==> src/rtl/fixed_accumulator.sv <==
// Streaming saturating accumulator for 43-bit fixed-point bursts. Sums into a
// guard-extended register and emits one clamped result per burst over valid/ready.
module fixed_accumulator #(
  parameter int WIDTH = 43,
  parameter int GUARD = 8,
  parameter int CNT_W = 16
) (
  input  logic             clk,
  input  logic             reset_n,
  input  logic             in_valid,
  output logic             in_ready,
  input  logic [WIDTH-1:0] in_data,
  input  logic             in_last,
  output logic             out_valid,
  input  logic             out_ready,
  output logic [WIDTH-1:0] out_data,
  output logic             out_sat,
  output logic [CNT_W-1:0] out_count
);

  localparam int AW = WIDTH + GUARD;

  localparam logic signed [AW-1:0] WMAX = {1'b0, {(AW-1){1'b1}}};
  localparam logic signed [AW-1:0] WMIN = {1'b1, {(AW-1){1'b0}}};
  localparam logic signed [AW-1:0] NMAX = {{(GUARD+1){1'b0}}, {(WIDTH-1){1'b1}}};
  localparam logic signed [AW-1:0] NMIN = {{(GUARD+1){1'b1}}, {(WIDTH-1){1'b0}}};

  typedef enum logic {ST_ACC, ST_OUT} state_t;

  state_t                 state_q, state_d;
  logic signed [AW-1:0]   acc_q, acc_d;
  logic                   first_q, first_d;
  logic                   ovf_q, ovf_d;
  logic [CNT_W-1:0]       cnt_q, cnt_d;
  logic [WIDTH-1:0]       out_data_q, out_data_d;
  logic                   out_sat_q, out_sat_d;
  logic [CNT_W-1:0]       out_count_q, out_count_d;

  logic signed [AW-1:0]   sext, sum, acc_upd;
  logic                   wide_ovf, ovf_upd;
  logic [CNT_W-1:0]       cnt_upd;

  function automatic logic is_clamped(input logic signed [AW-1:0] v);
    return (v > NMAX) || (v < NMIN);
  endfunction

  function automatic logic [WIDTH-1:0] sat_narrow(input logic signed [AW-1:0] v);
    if (v > NMAX)      return {1'b0, {(WIDTH-1){1'b1}}};
    else if (v < NMIN) return {1'b1, {(WIDTH-1){1'b0}}};
    else               return v[WIDTH-1:0];
  endfunction

  assign in_ready  = (state_q == ST_ACC);
  assign out_valid = (state_q == ST_OUT);
  assign out_data  = out_data_q;
  assign out_sat   = out_sat_q;
  assign out_count = out_count_q;

  always_comb begin
    state_d     = state_q;
    acc_d       = acc_q;
    first_d     = first_q;
    ovf_d       = ovf_q;
    cnt_d       = cnt_q;
    out_data_d  = out_data_q;
    out_sat_d   = out_sat_q;
    out_count_d = out_count_q;

    sext     = {{GUARD{in_data[WIDTH-1]}}, in_data};
    sum      = acc_q + sext;
    wide_ovf = (acc_q[AW-1] == sext[AW-1]) && (sum[AW-1] != acc_q[AW-1]);

    // Once the wide sum has overflowed, acc stays pinned at the clamp value.
    acc_upd = acc_q;
    ovf_upd = ovf_q;
    if (first_q) begin
      acc_upd = sext;
    end else if (!ovf_q) begin
      if (wide_ovf) begin
        acc_upd = sext[AW-1] ? WMIN : WMAX;
        ovf_upd = 1'b1;
      end else begin
        acc_upd = sum;
      end
    end
    cnt_upd = (&cnt_q) ? cnt_q : cnt_q + CNT_W'(1);

    case (state_q)
      ST_ACC: begin
        if (in_valid) begin
          acc_d   = acc_upd;
          first_d = 1'b0;
          ovf_d   = ovf_upd;
          cnt_d   = cnt_upd;
          if (in_last) begin
            out_data_d  = sat_narrow(acc_upd);
            out_sat_d   = is_clamped(acc_upd) | ovf_upd;
            out_count_d = cnt_upd;
            state_d     = ST_OUT;
          end
        end
      end
      ST_OUT: begin
        if (out_ready) begin
          state_d = ST_ACC;
          first_d = 1'b1;
          ovf_d   = 1'b0;
          cnt_d   = '0;
        end
      end
      default: state_d = ST_ACC;
    endcase
  end

  // Accumulator datapath: validity is carried by first_q, so no reset needed.
  always_ff @(posedge clk) begin
    acc_q <= acc_d;
  end

  always_ff @(posedge clk) begin
    if (!reset_n) begin
      state_q     <= ST_ACC;
      first_q     <= 1'b1;
      ovf_q       <= 1'b0;
      cnt_q       <= '0;
      out_data_q  <= '0;
      out_sat_q   <= 1'b0;
      out_count_q <= '0;
    end else begin
      state_q     <= state_d;
      first_q     <= first_d;
      ovf_q       <= ovf_d;
      cnt_q       <= cnt_d;
      out_data_q  <= out_data_d;
      out_sat_q   <= out_sat_d;
      out_count_q <= out_count_d;
    end
  end

endmodule

==> config.mk <==
export PLATFORM = sky130hd
export DESIGN_NAME = fixed_accumulator
export DESIGN_NICKNAME = d
export VERILOG_FILES = /design/src/rtl/fixed_accumulator.sv
export SDC_FILE = /design/constraint.sdc
export NUM_CORES = 1
export LEC_CHECK = 0
export BUFFER_PORTS_ARGS = -buffer_cell sky130_fd_sc_hd__buf_2
export CORE_UTILIZATION = 65
export DETAILED_ROUTE_END_ITERATION = 16
export MAX_ROUTING_LAYER = met4
export PLACE_DENSITY = 0.95
export SYNTH_ARGS = -nofsm -noshare
export SYNTH_HDL_FRONTEND = slang
export SYNTH_SLANG_ARGS = --single-unit
==> constraint.sdc <==
create_clock -name clk -period 10.4 [get_ports clk]
set_clock_uncertainty 0.2 [all_clocks]
set_input_delay 0.52 -clock clk [delete_from_list [all_inputs] [get_ports clk]]
set_output_delay 0.52 -clock clk [all_outputs]
set_load 0.05 [all_outputs]
==> results.json, run 1 <==
{
  "status": "complete, no violations",
  "rsz0062_at_grt": "false",
  "cts_tree": "yes",
  "dpl.hpwl_um": 21000,
  "drtAntennaViolNets": 0,
  "h-tree-depth": 4,
  "clk_pin_slew_ns": 0.06,
  "vias": 10000,
  "num_io_pins": 110,
  "peakVddDrop_mv": 0.142,
  "final_area_sq_um": 10700,
  "timing.final.ws_setup_ns": 3.24,
  "drive_above_1_share_pct": 19.0,
  "synth_edf_count": 51,
  "area_delta_synth_final_pct": 10.9,
  "ys_ff_latch": 130,
  "antenna_found_initial": 0,
  "synth-warning-count": 0,
  "grt_pass1_vias": 8750,
  "layout.nets": 1359,
  "cts_resized": 0,
  "dpl_cell_area_sq_um": 10200,
  "gr-total-overflow": 0,
  "syn_avg_cell_area_sq_um": 8.10,
  "synth_ff_type": "dfxtp_1",
  "totalWireLength_um": 30700,
  "regArea_sq_um": 3120,
  "routabilityCongestion": 1.01,
  "vias_per_cell": 6.89,
  "postCtsHoldBufs": 0,
  "path_cells": "ha_1, a21oi_1, o21ai_1, a211oi_1, o31ai_1, nor3_2, a21oi_1, nand2b_1, a21o_1, a21oi_1, fa_1, or3_1, and2_1, buf_4, and3_1, a32o_1, nor3_1, o2111ai_1, nor4_1, a41o_2, o22ai_1",
  "drv_slew": 0,
  "rows": 44,
  "clock_path_buffers": 2,
  "syn-cell-area_sq_um": 9670,
  "hold_violations": 0,
  "routedWlPerCell_um": 21.1,
  "synth_async_sr_flop_share_pct": 0,
  "drc": 0,
  "max_cap_violations": 0,
  "critPathCaptureType": "register",
  "nFillCells": 1052,
  "finalCritPeriodShare_pct": 68.8,
  "p_leak_nw": 4.27,
  "crit_fanout": 43,
  "die_w_um": 124,
  "post-cts-setup-buffers": 0,
  "synthCells": 1194,
  "finalSetupViolations": 0,
  "critPathTopFamily": "compound AO/OA/AOI/OAI gates",
  "pwr_density_cell_nw_per_um2": 179,
  "cts_buffers": 17,
  "cts-root-buf": "clkbuf_16",
  "worst_slew_pin_slew_ns": 1.23,
  "crit_required_ns": 10.46,
  "cts.sinks": 130,
  "crit_arrival_ns": 7.22,
  "drtPass1Iterations": 6,
  "fin_crit_ns": 7.16,
  "path_buf_inv": 1,
  "grt_pass1_wl_um": 46900,
  "slowest_delay_ns": 0.95,
  "fp.dieH_um": 124,
  "syn-num-nets": 1295,
  "slowest_stage": "a41o_2",
  "fmax_mhz": 140,
  "slew-limit-headroom_pct": 17.8,
  "grtUsageTotal_pct": 41.3,
  "grt_max_degree": 75,
  "io_buffers": 109,
  "multi_input_area_sq_um": 6050,
  "setup.worst_path.class": "register to register",
  "yosysUniqueCellTypes": 87,
  "dpl_worst_slack_ns": 3.16,
  "drt_iter0_markers": 1350,
  "tns_ns": 0,
  "clock_latency_ns": 0.44,
  "die_area_sq_um": 15400,
  "cpMostUsedCell": "a21oi_1",
  "core-area_sq_um": 14500,
  "yosysSeqAreaShare_pct": 32.2,
  "cp-start-kind": "register",
  "initial_core_util_pct": 66.5,
  "worst_hold_path_type": "input pin to register"
}
-- cells by family after synthesis --
logic type                 after synthesis  synth area share [%]
muxes                                    4                 0.479
xor gates and xnor gates                49                  4.44
AOI/OAI and AO/OA                      491                  32.6
and+or+nand+nor                        349                  18.0
buffers and inverters                  118                  5.29
DFF                                    130                  32.2
adders and majority gates               53                  7.01
-- layout make-up --
cell class                      instances  area share, %
Multi-Input combinational cell        946           56.4
Sequential cell                       130           29.1
Timing Repair Buffer                  118           5.72
Clock buffer                           17           3.97
Tap cell                              184           2.15
Inverter                               45           1.58
Clock inverter                         15           1.10
Antenna cell                            1         0.0233
-- per-layer routing --
metal,part of all wire [%],track usage (%),up-vias
met5,0,-,-
met4,3.1,16.6,0
met3,13,10.6,106
met2,44,59.5,709
met1,40,55.2,4697
li1,-,-,4520
-- state kept, by name, indices dropped and copies added (netlist names) --
name       flops
acc_q         51
out_data      43
cnt_q         16
out_count     16
first_q        1
out_sat        1
out_valid      1
ovf_q          1
-- placed cells by master, fill, tap and decap left out, drive strengths merged, types with 4 or more instances in the layout --
| cell | netlist | layout |
|---|---|---|
| a32oi | 4 | 4 |
| inv | 44 | 47 |
| a21o | 12 | 12 |
| or3 | 9 | 9 |
| a2bb2oi | 4 | 4 |
| clkbuf | 48 | 17 |
| xnor2 | 27 | 27 |
| o22ai | 6 | 6 |
| a2111oi | 5 | 5 |
| nand4 | 20 | 20 |
| a31oi | 15 | 15 |
| o211ai | 10 | 10 |
| a211oi | 34 | 34 |
| dfxtp | 79 | 79 |
| o21bai | 9 | 9 |
| nand2b | 10 | 10 |
| buf | 25 | 118 |
| nor3b | 5 | 5 |
| a21boi | 20 | 20 |
| o21a | 9 | 9 |
| xor2 | 22 | 22 |
| and2 | 14 | 14 |
| edfxtp | 51 | 51 |
| o31ai | 8 | 8 |
| a211o | 5 | 5 |
| nor2 | 75 | 75 |
| a22oi | 10 | 10 |
| nand2 | 141 | 141 |
| a21oi | 192 | 192 |
| nand3 | 23 | 23 |
| nor4 | 4 | 4 |
| nor2b | 14 | 14 |
| clkinv | 1 | 10 |
| nor3 | 20 | 20 |
| o21ai | 120 | 120 |
| ha | 51 | 51 |
-- where the power goes --
part / internal, W / leakage, nW / total, W / switching (W)
Combinational: 0.000235 / 2.87 / 0.000730 / 0.000496
Sequential: 0.000586 / 1.14 / 0.000616 / 0.0000302
Clock: 0.000325 / 0.266 / 0.000570 / 0.000245
Total: 0.00115 / 4.27 / 0.00192 / 0.000771
-- synthesized netlist by cell type, types with 4 or more instances --
master     count  area [sq um]
buf_2         12          60.1
o31ai_1        8          60.1
nand2b_1      10          62.6
inv_1         44           165
clkbuf_1      47           176
a22oi_1       10          75.1
or3_1          9          56.3
a21o_1        12          90.1
o21bai_1       9          67.6
nand2_1      113           424
a211oi_1      33           248
o21ai_1        8          40.0
nand4_1       19           119
nand2_2       28           175
a21boi_0      16           120
xnor2_1       27           236
dfxtp_1       79          1580
buf_4          6          45.0
nor3b_1        5          37.5
nor2_1        73           274
a32oi_1        4          35.0
a2bb2oi_1      4          35.0
nor2b_1       14          87.6
o211ai_1      10          75.1
nand3_1       23           115
ha_1          51           638
and2_1        14          87.6
nor3_1        16          80.1
a21oi_2       34           298
a21oi_1      158           791
a31oi_1       15          93.8
xor2_1        22           193
o21a_1         8          60.1
edfxtp_1      51          1530
buf_6          4          45.0
o21ai_0      111           556
o22ai_1        6          37.5
a211o_1        5          43.8
-- stage by stage --
step | utilization (%) | hold WS, ns | std cells | power [W]
global placement | 70.0 | 0.246 | 1423 | 0.00131
detailed placement | 70.0 | 0.254 | 1423 | 0.00132
CTS | 73.8 | 0.218 | 1455 | 0.00189
floorplan | - | 0.281 | 1194 | 0.00116
global route | 73.8 | 0.233 | 1455 | 0.00199
finish | 73.8 | 0.230 | 1456 | 0.00192
-- worst paths after layout --
check	from	to	slack, ns	cells after the start
setup / recovery	acc_q[35]	out_data[36]	3.24	21
hold / removal	out_ready	ovf_q	0.23	4
setup reg to reg	acc_q[35]	out_data[36]	3.24	21
hold reg to reg	out_count[12]	out_count[12]	0.27	2
-- worst register-to-register path, stage by stage, from the launching register on --
cell,delay (ns)
edfxtp_1,0.40
ha_1,0.39
a21oi_1,0.25
o21ai_1,0.13
a211oi_1,0.30
o31ai_1,0.18
nor3_2,0.21
a21oi_1,0.11
nand2b_1,0.17
a21o_1,0.18
a21oi_1,0.26
fa_1,0.56
or3_1,0.41
and2_1,0.36
buf_4,0.32
and3_1,0.23
a32o_1,0.27
nor3_1,0.28
o2111ai_1,0.16
nor4_1,0.42
a41o_2,0.95
o22ai_1,0.26
Note: power is estimated with default switching activity, not from simulation.
==> run 2: changes to the inputs <==
--- a/config.mk
+++ b/config.mk
@@ -6,10 +6,10 @@
 export NUM_CORES = 1
 export LEC_CHECK = 0
 export BUFFER_PORTS_ARGS = -buffer_cell sky130_fd_sc_hd__buf_2
-export CORE_UTILIZATION = 65
+export CORE_UTILIZATION = 60
 export DETAILED_ROUTE_END_ITERATION = 16
 export MAX_ROUTING_LAYER = met4
-export PLACE_DENSITY = 0.95
+export PLACE_DENSITY = 0.9
 export SYNTH_ARGS = -nofsm -noshare
 export SYNTH_HDL_FRONTEND = slang
 export SYNTH_SLANG_ARGS = --single-unit
==> constraint.sdc (replaced) <==
create_clock -name clk -period 6.8 [get_ports clk]
set_clock_uncertainty 0.2 [all_clocks]
set_input_delay 0.34 -clock clk [delete_from_list [all_inputs] [get_ports clk]]
set_output_delay 0.34 -clock clk [all_outputs]
set_load 0.05 [all_outputs]
==> run 2 against run 1 <==
Against the previous run: critical path depth grew 1; clock power grew 63%; flip-flop and latch count is the same; final cell count grew 2.6%; power grew 56%.
==> results.json, run 2 (same netlist as run 1, synthesis figures left out) <==
{
  "antenna_found_initial": 1,
  "die_w_um": 129,
  "status": "complete, no violations",
  "slew-limit-headroom_pct": 14.7,
  "cts-root-buf": "clkbuf_16",
  "combPwrFrac_pct": 37.4,
  "vias": 9795,
  "area_delta_synth_final_pct": 12.5,
  "drt_iter0_markers": 1044,
  "switching_share_pct": 39.8,
  "max_cap_violations": 0,
  "drtPass1Iterations": 6,
  "worst_hold_path_type": "input pin to register",
  "gr-total-overflow": 0,
  "clkPwrFrac_pct": 31.1,
  "hold_violations": 0,
  "cts_resized": 0,
  "critPathCaptureType": "register",
  "fp.dieH_um": 129,
  "routabilityCongestion": 1.01,
  "h-tree-depth": 4,
  "switchingPower_w": 0.00119,
  "p_leak_nw": 4.34,
  "dpl.hpwl_um": 20900,
  "routedWlPerCell_um": 19.9,
  "power_w": 0.00299,
  "crit_arrival_ns": 6.46,
  "grtUsageTotal_pct": 37.4,
  "grt_pass1_wl_um": 46700,
  "cts_tree": "yes",
  "cts_buffers": 17,
  "vias_per_cell": 6.56,
  "hold_ws_ns": 0.0655,
  "worst_slew_pin_slew_ns": 1.28,
  "post-cts-setup-buffers": 0,
  "final_cell_mix": "a21oi_1 (158), nand2_1 (113), o21ai_0 (111)",
  "largest_register_ff_count": 51,
  "clock_path_buffers": 2,
  "num_io_pins": 110,
  "pwr_density_cell_nw_per_um2": 274,
  "die_area_sq_um": 16600,
  "drv_slew": 0,
  "rows": 46,
  "setup.worst_path.class": "register to register",
  "cts.sinks": 130,
  "finalCritPeriodShare_pct": 93.4,
  "layout.nets": 1365,
  "drive_above_1_share_pct": 19.6,
  "initial_core_util_pct": 61.1,
  "regMostFlops": "acc_q",
  "grt_pass1_vias": 9070,
  "peakVddDrop_mv": 0.236,
  "drc": 0,
  "totalWireLength_um": 29800,
  "finalSetupViolations": 0,
  "fin_crit_ns": 6.35,
  "cp-start-kind": "register",
  "tns_ns": 0,
  "io_buffers": 109,
  "final_common_cell": "a21oi_1",
  "fmax_mhz": 157,
  "p_int_w": 0.00180,
  "share_seq_of_total_power_pct": 31.5,
  "rsz0062_at_grt": "false",
  "postCtsHoldBufs": 1,
  "crit_fanout": 32,
  "grt_max_degree": 71,
  "clk_pin_slew_ns": 0.06,
  "crit_required_ns": 6.91,
  "drtAntennaViolNets": 0,
  "core-area_sq_um": 15800,
  "clock_latency_ns": 0.43
}
[run 2: cell types whose count changed in the layout (fill, tap and decap cells not counted)]
cell / change
dlygate4sd3_1: +1
inv_6: +2
clkinv_4: +1
clkbuf_16: +1
clkinvlp_4: -2
clkinv_1: -3
buf_12: +2
clkinv_2: -2
buf_4: +3
inv_8: +3
[run 2: area by class of cell]
cell class / count / area, sq um
antenna: 1 / 2.50
clock buffer: 18 / 450
clock inverter: 14 / 141
fill: 1247 / 4940
inverter: 45 / 169
multi-input combinational: 946 / 6050
sequential: 130 / 3120
tap: 216 / 270
timing repair buffer: 124 / 686
[run 2: power groups by stage]
stage,logic (W),registers [W],clock network [W]
finish,0.00112,0.000942,0.000929
global route,0.00120,0.000949,0.000956
CTS,0.00109,0.000940,0.000930
detailed placement,0.00108,0.000955,0
global placement,0.00106,0.000952,0
floorplan,0.000717,0.00105,0
[run 2: through the flow]
step | instance area [sq um] | utilization [%] | setup slack, ns | instances
finish | 10900 | 68.8 | 0.450 | 1494
global route | 10900 | 68.8 | 0.140 | 1494
CTS | 10900 | 68.8 | 0.592 | 1493
detailed placement | 10300 | 64.9 | 0.527 | 1460
global placement | 10300 | 64.9 | 0.774 | 1460
floorplan | 9670 | - | 1.67 | 1194
[run 2: path summary, 6_finish.rpt]
path                            slack (ns)  depth (start not counted)           end          from
worst max-delay path                  0.45                         22   out_data[4]     acc_q[15]
worst min-delay path                  0.07                          3     acc_q[41]   in_data[41]
worst max register to register        0.45                         22   out_data[4]     acc_q[15]
worst min register to register        0.26                          2  out_count[2]  out_count[2]
[run 2: worst max-delay path, stage by stage (launching register included)]
cell	delay (ns)
edfxtp_1	0.40
ha_1	0.41
a21oi_1	0.23
o21ai_0	0.10
a21oi_1	0.26
a31oi_1	0.16
nor3_2	0.31
a21oi_1	0.13
nand2b_1	0.17
a21o_1	0.18
a21oi_1	0.24
fa_1	0.55
or3_1	0.42
and2_1	0.20
buf_4	0.23
nand3_1	0.11
a2111oi_0	0.07
nor3_1	0.38
o2111ai_1	0.17
nor4_1	0.46
a41o_2	0.46
buf_12	0.26
a21oi_1	0.09
[run 2: per-layer routing]
layer	GRT usage [%]	vias up	routed length (um)
met2	54.8	546	12900
met3	9.15	99	3230
met4	15.4	0	956
met1	49.3	4611	12600
met5	-	-	0
li1	-	4539	-
